### config.mk
export PLATFORM = sky130hd
export DESIGN_NAME = kf8255_strobed_port
export DESIGN_NICKNAME = d
export VERILOG_FILES = /design/src/rtl/kf8255_port_pkg.sv /design/src/rtl/kf8255_sync_fifo.sv /design/src/rtl/kf8255_strobed_port.sv
export SDC_FILE = /design/constraint.sdc
export NUM_CORES = 1
export LEC_CHECK = 0
export CORE_ASPECT_RATIO = 1.2
export CORE_MARGIN = 1
export CORE_UTILIZATION = 54
export DETAILED_ROUTE_END_ITERATION = 16
export PLACE_DENSITY = 0.84
export RECOVER_POWER = 100
export SYNTH_ARGS = -nofsm -noshare
export SYNTH_HDL_FRONTEND = slang
export SYNTH_SLANG_ARGS = --single-unit
### constraint.sdc
create_clock -name clock -period 6.3 [get_ports clock]
set_input_delay 1.26 -clock clock [delete_from_list [all_inputs] [get_ports clock]]
set_output_delay 1.26 -clock clock [all_outputs]
set_load 0.01 [all_outputs]
### src/rtl/kf8255_port_pkg.sv
// Shared KF8255 port definitions: mode encoding, direction constants and the
// control-word mode decode.
package kf8255_port_pkg;

    typedef enum logic [1:0] {
        MODE_BASIC   = 2'd0,
        MODE_STROBED = 2'd1,
        MODE_BIDIR   = 2'd2
    } port_mode_e;

    localparam logic PORT_INPUT  = 1'b1;
    localparam logic PORT_OUTPUT = 1'b0;

    // Control-word values 2 and 3 both select bidirectional operation.
    function automatic port_mode_e decode_mode(input logic [1:0] m);
        case (m)
            2'd0:    return MODE_BASIC;
            2'd1:    return MODE_STROBED;
            default: return MODE_BIDIR;
        endcase
    endfunction

endpackage

### src/rtl/kf8255_sync_fifo.sv
// Small synchronous FIFO with flush; a pop frees its slot for a push on the
// same edge, so push+pop on a full buffer both succeed.
module kf8255_sync_fifo #(
    parameter int DATA_WIDTH = 8,
    parameter int FIFO_DEPTH = 1
) (
    input  logic                  clock,
    input  logic                  reset_n,
    input  logic                  push,
    input  logic                  pop,
    input  logic                  flush,
    input  logic [DATA_WIDTH-1:0] data_in,
    output logic                  full,
    output logic                  empty,
    output logic [DATA_WIDTH-1:0] head
);
    localparam int AW = (FIFO_DEPTH > 1) ? $clog2(FIFO_DEPTH) : 1;
    localparam int CW = $clog2(FIFO_DEPTH + 1);
    localparam logic [AW-1:0] LAST_PTR = AW'(FIFO_DEPTH - 1);
    localparam logic [CW-1:0] FULL_CNT = CW'(FIFO_DEPTH);

    logic [DATA_WIDTH-1:0] r_mem [0:(1<<AW)-1];
    logic [AW-1:0]         r_wr_ptr;
    logic [AW-1:0]         r_rd_ptr;
    logic [CW-1:0]         r_count;
    logic                  w_do_pop;
    logic                  w_do_push;

    assign empty     = (r_count == '0);
    assign full      = (r_count == FULL_CNT);
    assign head      = r_mem[r_rd_ptr];
    assign w_do_pop  = pop & ~empty;
    assign w_do_push = push & (~full | w_do_pop);

    always_ff @(posedge clock or negedge reset_n) begin
        if (!reset_n) begin
            r_wr_ptr <= '0;
            r_rd_ptr <= '0;
            r_count  <= '0;
        end else if (flush) begin
            r_wr_ptr <= '0;
            r_rd_ptr <= '0;
            r_count  <= '0;
        end else begin
            if (w_do_push)
                r_wr_ptr <= (r_wr_ptr == LAST_PTR) ? '0 : r_wr_ptr + 1'b1;
            if (w_do_pop)
                r_rd_ptr <= (r_rd_ptr == LAST_PTR) ? '0 : r_rd_ptr + 1'b1;
            case ({w_do_push, w_do_pop})
                2'b10:   r_count <= r_count + 1'b1;
                2'b01:   r_count <= r_count - 1'b1;
                default: r_count <= r_count;
            endcase
        end
    end

    always_ff @(posedge clock) begin
        if (w_do_push && !flush)
            r_mem[r_wr_ptr] <= data_in;
    end

endmodule

### src/rtl/kf8255_strobed_port.sv
// One KF8255 port: mode/direction config, mode 1/2 STB/IBF and OBF/ACK
// handshakes with INTE/INTR, and a buffer in each direction.
module kf8255_strobed_port
    import kf8255_port_pkg::*;
#(
    parameter int DATA_WIDTH  = 8,
    parameter int FIFO_DEPTH  = 1,
    parameter int SYNC_STAGES = 2
) (
    input  logic                  clock,
    input  logic                  reset_n,
    input  logic                  write_mode,
    input  logic [1:0]            mode_in,
    input  logic                  direction_in,
    input  logic                  inte_write,
    input  logic                  inte_sel,
    input  logic                  inte_value,
    input  logic                  cpu_read,
    input  logic                  cpu_write,
    input  logic [DATA_WIDTH-1:0] cpu_write_data,
    output logic [DATA_WIDTH-1:0] cpu_read_data,
    input  logic [DATA_WIDTH-1:0] port_data_in,
    output logic [DATA_WIDTH-1:0] port_data_out,
    output logic                  port_data_oe,
    input  logic                  stb_n,
    input  logic                  ack_n,
    output logic                  ibf,
    output logic                  obf_n,
    output logic                  intr,
    output logic                  overrun
);
    port_mode_e              r_mode;
    logic                    r_dir;
    logic                    r_inte_in, r_inte_out;
    logic                    r_intr_in, r_intr_out;
    logic                    r_overrun;
    logic [DATA_WIDTH-1:0]   r_rd_data;
    logic [DATA_WIDTH-1:0]   r_pdo;
    logic [SYNC_STAGES-1:0]  r_stb_sync, r_ack_sync;
    logic                    r_stb_prev, r_ack_prev;

    logic                    w_stb_fall, w_stb_rise, w_ack_fall, w_ack_rise;
    logic                    w_in_hs, w_out_hs;
    logic                    w_in_push, w_in_pop, w_out_push, w_out_pop;
    logic                    w_in_full, w_in_empty, w_out_full, w_out_empty;
    logic [DATA_WIDTH-1:0]   w_in_head, w_out_head;
    logic                    w_drop;

    // Sync chains and edge trackers reset high so releasing reset never
    // looks like a strobe or acknowledge edge.
    always_ff @(posedge clock or negedge reset_n) begin
        if (!reset_n) begin
            r_stb_sync <= '1;
            r_ack_sync <= '1;
            r_stb_prev <= 1'b1;
            r_ack_prev <= 1'b1;
        end else begin
            r_stb_sync <= {r_stb_sync[SYNC_STAGES-2:0], stb_n};
            r_ack_sync <= {r_ack_sync[SYNC_STAGES-2:0], ack_n};
            r_stb_prev <= r_stb_sync[SYNC_STAGES-1];
            r_ack_prev <= r_ack_sync[SYNC_STAGES-1];
        end
    end

    assign w_stb_fall = r_stb_prev & ~r_stb_sync[SYNC_STAGES-1];
    assign w_stb_rise = ~r_stb_prev & r_stb_sync[SYNC_STAGES-1];
    assign w_ack_fall = r_ack_prev & ~r_ack_sync[SYNC_STAGES-1];
    assign w_ack_rise = ~r_ack_prev & r_ack_sync[SYNC_STAGES-1];

    assign w_in_hs  = (r_mode == MODE_BIDIR) || (r_mode == MODE_STROBED && r_dir == PORT_INPUT);
    assign w_out_hs = (r_mode == MODE_BIDIR) || (r_mode == MODE_STROBED && r_dir == PORT_OUTPUT);

    assign w_in_push  = ~write_mode & w_in_hs & w_stb_fall;
    assign w_in_pop   = ~write_mode & w_in_hs & cpu_read & ~w_in_empty;
    assign w_out_push = ~write_mode & w_out_hs & cpu_write;
    assign w_out_pop  = ~write_mode & w_out_hs & w_ack_fall & ~w_out_empty;
    assign w_drop     = (w_in_push & w_in_full & ~w_in_pop) | (w_out_push & w_out_full & ~w_out_pop);

    kf8255_sync_fifo #(.DATA_WIDTH(DATA_WIDTH), .FIFO_DEPTH(FIFO_DEPTH)) u_in_fifo (
        .clock   (clock),
        .reset_n (reset_n),
        .push    (w_in_push),
        .pop     (w_in_pop),
        .flush   (write_mode),
        .data_in (port_data_in),
        .full    (w_in_full),
        .empty   (w_in_empty),
        .head    (w_in_head)
    );

    kf8255_sync_fifo #(.DATA_WIDTH(DATA_WIDTH), .FIFO_DEPTH(FIFO_DEPTH)) u_out_fifo (
        .clock   (clock),
        .reset_n (reset_n),
        .push    (w_out_push),
        .pop     (w_out_pop),
        .flush   (write_mode),
        .data_in (cpu_write_data),
        .full    (w_out_full),
        .empty   (w_out_empty),
        .head    (w_out_head)
    );

    always_ff @(posedge clock or negedge reset_n) begin
        if (!reset_n) begin
            r_mode     <= MODE_BASIC;
            r_dir      <= PORT_INPUT;
            r_inte_in  <= 1'b0;
            r_inte_out <= 1'b0;
            r_intr_in  <= 1'b0;
            r_intr_out <= 1'b0;
            r_overrun  <= 1'b0;
            r_rd_data  <= '0;
            r_pdo      <= '0;
        end else if (write_mode) begin
            r_mode     <= decode_mode(mode_in);
            r_dir      <= direction_in;
            r_inte_in  <= 1'b0;
            r_inte_out <= 1'b0;
            r_intr_in  <= 1'b0;
            r_intr_out <= 1'b0;
            r_overrun  <= 1'b0;
            r_pdo      <= '0;
        end else begin
            if (inte_write) begin
                if (inte_sel) r_inte_out <= inte_value;
                else          r_inte_in  <= inte_value;
            end
            if (w_drop)
                r_overrun <= 1'b1;

            if (r_mode == MODE_BASIC && r_dir == PORT_INPUT)
                r_rd_data <= port_data_in;
            else if (r_mode == MODE_BASIC && cpu_read)
                r_rd_data <= r_pdo;
            else if (w_in_pop)
                r_rd_data <= w_in_head;

            // The last acknowledged byte stays on the pins once the buffer drains.
            if (r_mode == MODE_BASIC && r_dir == PORT_OUTPUT && cpu_write)
                r_pdo <= cpu_write_data;
            else if (w_out_pop)
                r_pdo <= w_out_head;

            if (w_in_hs && cpu_read)
                r_intr_in <= 1'b0;
            else if (w_in_hs && w_stb_rise && r_inte_in && !w_in_empty)
                r_intr_in <= 1'b1;

            if (w_out_hs && cpu_write)
                r_intr_out <= 1'b0;
            else if (w_out_hs && w_ack_rise && r_inte_out && w_out_empty)
                r_intr_out <= 1'b1;
        end
    end

    always_comb begin
        port_data_oe = 1'b0;
        case (r_mode)
            MODE_BIDIR: port_data_oe = ~r_ack_prev;
            default:    port_data_oe = (r_dir == PORT_OUTPUT);
        endcase
    end

    assign port_data_out = (w_out_hs && !w_out_empty) ? w_out_head : r_pdo;
    assign cpu_read_data = r_rd_data;
    assign ibf           = ~w_in_empty;
    assign obf_n         = w_out_empty;
    assign intr          = r_intr_in | r_intr_out;
    assign overrun       = r_overrun;

endmodule

Word-level counts from Yosys, hierarchy flattened --
Memory sizes are Yosys's and may differ from the RTL's. Cells that the tools add are included.
Cells by class: $add $sub $neg 8, equality and inequality tests 8, mux-type cells 43, bitwise operators 34, reductions and logical operators 38
Operators with widths (number):
- two-way mux 8 bit | 7
- two-way mux 1 bit | 33
- AND 1 bit | 20
- nonzero test 3 bit | 6
- logical AND 1 bit | 17
- nonzero test 2 bit | 7
- NOT 1 bit | 10
- == test 2 x 1 -> 1 bit (second input constant) | 4
- adder 1 bit (second input constant) | 6
- == test 2 bit (second input constant) | 3
- AND reduction 2 bit | 3
- logical NOT 2 bit | 2
- OR 1 bit | 4
- case mux 1 bit (2 select lines) | 2
- case mux 2 bit (2 select lines) | 1
- logical OR 1 bit | 2
- != test 2 bit (second input constant) | 1
- subtractor 1 bit (second input constant) | 2
- logical NOT 1 bit | 1
Word-level totals: flip-flop bits (word level) 36, RAM bits 32, input bits 29, output and inout bits 21, word-level logic and storage cells 152, memories 2
Memory list:
- u_in_fifo.r_mem | words 2, bits a word 8, rd ports 1, clocked after Yosys merged registers in 0, write ports 1, RTL line kf8255_sync_fifo.sv:22 | logic [DATA_WIDTH-1:0] r_mem [0:(1<<AW)-1];
- u_out_fifo.r_mem | words 2, bits a word 8, rd ports 1, clocked after Yosys merged registers in 0, write ports 1, RTL line kf8255_sync_fifo.sv:22

Longest topological paths before layout --
depth after elaboration 12, mapped depth 6

Cells and area by module --
Synthesis repeated with hierarchy kept, for this count alone.
Second synthesis, totals: cells, all modules 207, area total of the unflattened synthesis 2358.5 µm²
Modules (own cells, without submodules):
- kf8255_strobed_port | instances 1, cells each 181, area an instance 1747.9 µm², sequential area each 759.5 µm²
- kf8255_sync_fifo | instances 2, cells each 13, area an instance 305.3 µm², sequential area each 265.3 µm²

Worst setup path before layout --
OpenSTA, ideal clock, no wires.
path type input to register, start input cpu_read, end memory u_in_fifo.r_mem[0][0], enable pin, arrival 3063 ps, data required time 5881 ps, slack 2817 ps, stages 3, buffers on the path 1, cell sequence clkbuf_1 inv_1 a2111oi_0
Between the ends: cells in the longest elaborated chain, start to end 8
RTL lines:
- start: declaration | RTL line kf8255_strobed_port.sv:18 | input logic cpu_read,
- AND 1 bit (2 in a row) | RTL line kf8255_strobed_port.sv:74 | assign w_in_pop = ~write_mode & w_in_hs & cpu_read & ~w_in_empty;
- AND 1 bit | RTL line kf8255_sync_fifo.sv:32 | assign w_do_pop = pop & ~empty;
- OR 1 bit | RTL line kf8255_sync_fifo.sv:33 | assign w_do_push = push & (~full | w_do_pop);
- AND 1 bit | RTL line kf8255_sync_fifo.sv:33
- logical AND 1 bit | RTL line kf8255_sync_fifo.sv:58 | if (w_do_push && !flush)
- two-way mux 1 bit | RTL line kf8255_sync_fifo.sv:58
- two-way mux 1 bit (not written as such) | RTL line kf8255_sync_fifo.sv:59 | r_mem[r_wr_ptr] <= data_in;
- end: declaration | RTL line kf8255_sync_fifo.sv:22
No other way between the ends.

Worst setup path after layout --
start register r_dir, end output port_data_out[0]
Between the ends: cells in the longest elaborated chain, start to end 5
RTL lines:
- start: declaration | RTL line kf8255_strobed_port.sv:33 | logic r_dir;
- start signal: assignment | RTL line kf8255_strobed_port.sv:116 | r_dir <= direction_in;
- NOT 1 bit | RTL line kf8255_strobed_port.sv:71 | assign w_out_hs = (r_mode == MODE_BIDIR) || (r_mode == MODE_STROBED && r_dir == PORT_OUTPUT);
- logical AND 1 bit | RTL line kf8255_strobed_port.sv:71
- logical OR 1 bit | RTL line kf8255_strobed_port.sv:71
- logical AND 1 bit | RTL line kf8255_strobed_port.sv:164 | assign port_data_out = (w_out_hs && !w_out_empty) ? w_out_head : r_pdo;
- two-way mux 8 bit | RTL line kf8255_strobed_port.sv:164
- end: declaration | RTL line kf8255_strobed_port.sv:23 | output logic [DATA_WIDTH-1:0] port_data_out,
No other way between the ends.

==> results.sh <==
export IMPL_crit_family="flip-flops"
export IMPL_pwr_share_clk_pct=24.2
export IMPL_ir_drop_uv=146.5
export IMPL_slowest_stage="dfstp_2"
export IMPL_synth_xor_xnor_area_share_pct=0
export IMPL_synth_top_family_by_area="compound AO/OA/AOI/OAI gates"
export IMPL_wl_per_cell_um=15.89
export IMPL_wl_met2_mm=2.407
export IMPL_arrival_ps=2780
export IMPL_layout_min_cycle_time_ps=4036
export IMPL_holdCritPathClass="register to register"
export IMPL_critPathRequiredTime_ps=5040
export IMPL_setup_viol=0
export IMPL_r2r_start="r_mode[0]"
export IMPL_slew_headroom_pct=-16.02
export IMPL_syn_area_um2=2285
export IMPL_clkTransAtPathRegs_ps=80
export IMPL_fin_ws_ps=2264
export IMPL_cts_tree="yes"
export IMPL_initial_utilization_pct=57.06
export IMPL_drv_cap=1
export IMPL_wl_met1_mm=2.065
export IMPL_synth_fp_nets=226
export IMPL_min_to="r_ack_sync[1]"
export IMPL_yosysTopAreaCellShare_pct=27.38
export IMPL_clk_latency_ps=300
export IMPL_rr_endpoint="u_out_fifo.r_mem[0][0]"
export IMPL_post_dp_hpwl_mm=3.389
export IMPL_clockBufferDepth=2
export IMPL_ant_nets=0
export IMPL_p_sw_share_pct=27.26
export IMPL_num_nets_final=273
export IMPL_drt_vias_per_instance=5.699
export IMPL_root_buffer="clkbuf_8"
export IMPL_ys_types=33
export IMPL_synth_compound_area_share_pct=13.69
export IMPL_die_area_um2=4496
export IMPL_synthMuxAreaShare_pct=12.81
export IMPL_final_cells=299
export IMPL_die_h_um=73.26
export IMPL_fin_crit_sh_pct=64.07
export IMPL_ys_top_cells_by_area="dfrtp_1, edfxtp_1, dfstp_2, mux2i_1, mux2_2"
export IMPL_dr_wl_met3_um=204
export IMPL_grt_max_degree=33
export IMPL_synthFlopType="dfrtp_1"
export IMPL_diodes=0
export IMPL_post_cts_buffers=0
export IMPL_placedCellCount=291
export IMPL_grt_pass1_wl_mm=7.721
export IMPL_crit_chain="or3b_1 -> nand2_1 -> nand2_1 -> mux2_2 -> dlygate4sd3_1"
export IMPL_slowest_delay_ps=750
export IMPL_port_buffers=49
export IMPL_syn_avg_cell_area_um2=11.60
export IMPL_async_flop_share_pct=66.67
export IMPL_power_mw=0.7136
export IMPL_ctsResizeCount=0
export IMPL_synth_edf_count=16
export IMPL_drive_above_1_share_pct=10.61
export IMPL_seq_area_frac_synth_pct=56.46
export IMPL_whs_path_depth=0
export IMPL_synthCells=197
export IMPL_worst_path_most_repeated_cell="nand2_1"
export IMPL_start_kind="register"
export IMPL_synthAdderAreaFrac_pct=0
export IMPL_critPathKind="register to output port"
export IMPL_track_usage_pct=23.63
export IMPL_path_max_fanout=22
export IMPL_cts_buffers=5
export IMPL_rsz0062_at_grt="no"
export IMPL_path_buf_inv=1
export IMPL_rows=25
export IMPL_power_switching_mw=0.1945
export IMPL_p_leak_nw=1.174
export IMPL_skew_ps=11.20
export IMPL_synth_area_leader_cell="dfrtp_1"
export IMPL_outcome="finished, violations left"
export IMPL_dr_max_layer_used="met4"
export IMPL_antenna_found_initial=0
export IMPL_fill_cells=317
export IMPL_worst_pin_slew_ps=1740
export IMPL_hold_slack_ps=364.9
export IMPL_place_congestion=0.7521
export IMPL_tns_ps=0
export IMPL_drt_pass1_iter_count=4
export IMPL_area_growth_syn_to_layout_pct=26.40
export IMPL_vias=1704
export IMPL_violations="max-capacitance violations, max-slew violations"
export IMPL_ys_top_cells_by_count="dfrtp_1, nor2_1, mux2i_1, edfxtp_1, a21oi_1"
export IMPL_r2r_slack_ps=3640
export IMPL_drc_errors=0
export IMPL_synth_simple_area_share_pct=13.25
export IMPL_wirelength_mm=4.752
export IMPL_yosysMostFrequentCell="dfrtp_1"
export IMPL_gr_total_overflow=0
export IMPL_hold_viol_final=0
export IMPL_powerDensity_nw_per_um2=247.1
export IMPL_clock_fmax_ghz=0.2478
export IMPL_share_comb_of_total_power_pct=22.3
export IMPL_ys_ff_latch=48
export IMPL_core_area_um2=4004
export IMPL_finalMaxSlewViolations=33
export IMPL_place_ws_ps=2719
export IMPL_drtIter0Drc=84
export IMPL_ctsHtreeMaxLevel=2
export IMPL_r2r_worst_path_cells=4
export IMPL_hold_buffers=0
export IMPL_first_global_vias=1667
export IMPL_hold_start="r_ack_sync[0]"
export IMPL_endpoint_kind="output port"
export IMPL_die_w_um=61.38
export IMPL_p_int_mw=0.5190
export IMPL_yosysWarnings=0
export IMPL_clock_sinks=48
export IMPL_num_io_pins=50
export IMPL_pwr_share_seq_pct=53.4
-- per-layer routing --
layer  GRT usage, %  vias up
met3          4.401       11
met4          8.148        0
met5              0        -
met2          39.49       50
li1               -      821
met1          30.58      822
-- sequential cells by signal (all words and copies together), names as in the netlist, 2 cells and up --
name and cells:
cpu_read_data 8, r_pdo 8, u_in_fifo.r_mem 8, u_out_fifo.r_mem 8, r_ack_sync 2, r_mode 2
r_stb_sync 2
-- worst max-delay path by stage --
stage                     from                      to  slack [ps]  cells past startpoint
detailed placement  write_mode  u_out_fifo.r_mem[0][4]        2720                      2
floorplan             cpu_read   u_in_fifo.r_mem[0][0]        2820                      3
finish                   r_dir        port_data_out[0]        2260                      5
CTS                  r_mode[0]        port_data_out[0]        2430                      5
global route         r_mode[0]        port_data_out[5]        2130                      5
global placement    write_mode  u_out_fifo.r_mem[0][3]        2740                      2
-- placed cells by master, fill, tap and decap left out, drive strengths merged, types with 2 or more instances in the layout --
master / count
dlygate4sd3: 41
dfrtp: 25
nor2: 19
mux2i: 18
edfxtp: 16
a21oi: 14
inv: 12
a211oi: 11
mux2: 10
nand3b: 10
clkbuf: 9
nor3: 8
o221ai: 8
clkdlybuf4s50: 8
dfstp: 7
nand2: 6
nand2b: 4
nor2b: 2
a21bo: 2
-- kinds of logic after synthesis --
kind of cell	count (synthesis)
DFF	48
and+or+nand+nor	56
AOI/OAI and AO/OA	42
muxes	28
buffers and inverters	23
-- cell type report --
class                           instances  area [um^2]  area share (%)
Clock buffer                            7        76.32           2.643
Timing Repair Buffer                   51        498.0           17.24
Multi-Input combinational cell        126        905.9           31.37
Inverter                               12        45.04           1.560
Sequential cell                        48         1290           44.67
Clock inverter                          1        5.005          0.1733
Tap cell                               54        67.56           2.340
-- per-stage QoR --
step                      area, um^2  util [%]
final                           2888     72.13
after global routing            2888     72.13
after CTS                       2899     72.41
after detailed placement        2818     70.38
after global placement          2818     70.38
after floorplan                 2285         -
-- power groups by stage --
stage,clock (mW),combinational [mW],sequential [mW]
2_1_floorplan,0,0.0800,0.389
3_5_place_dp,0,0.174,0.390
3_3_place_gp,0,0.170,0.387
4_1_cts,0.177,0.175,0.383
5_1_grt,0.186,0.176,0.387
6_report,0.173,0.159,0.381
(Power assumes the default switching activity.)
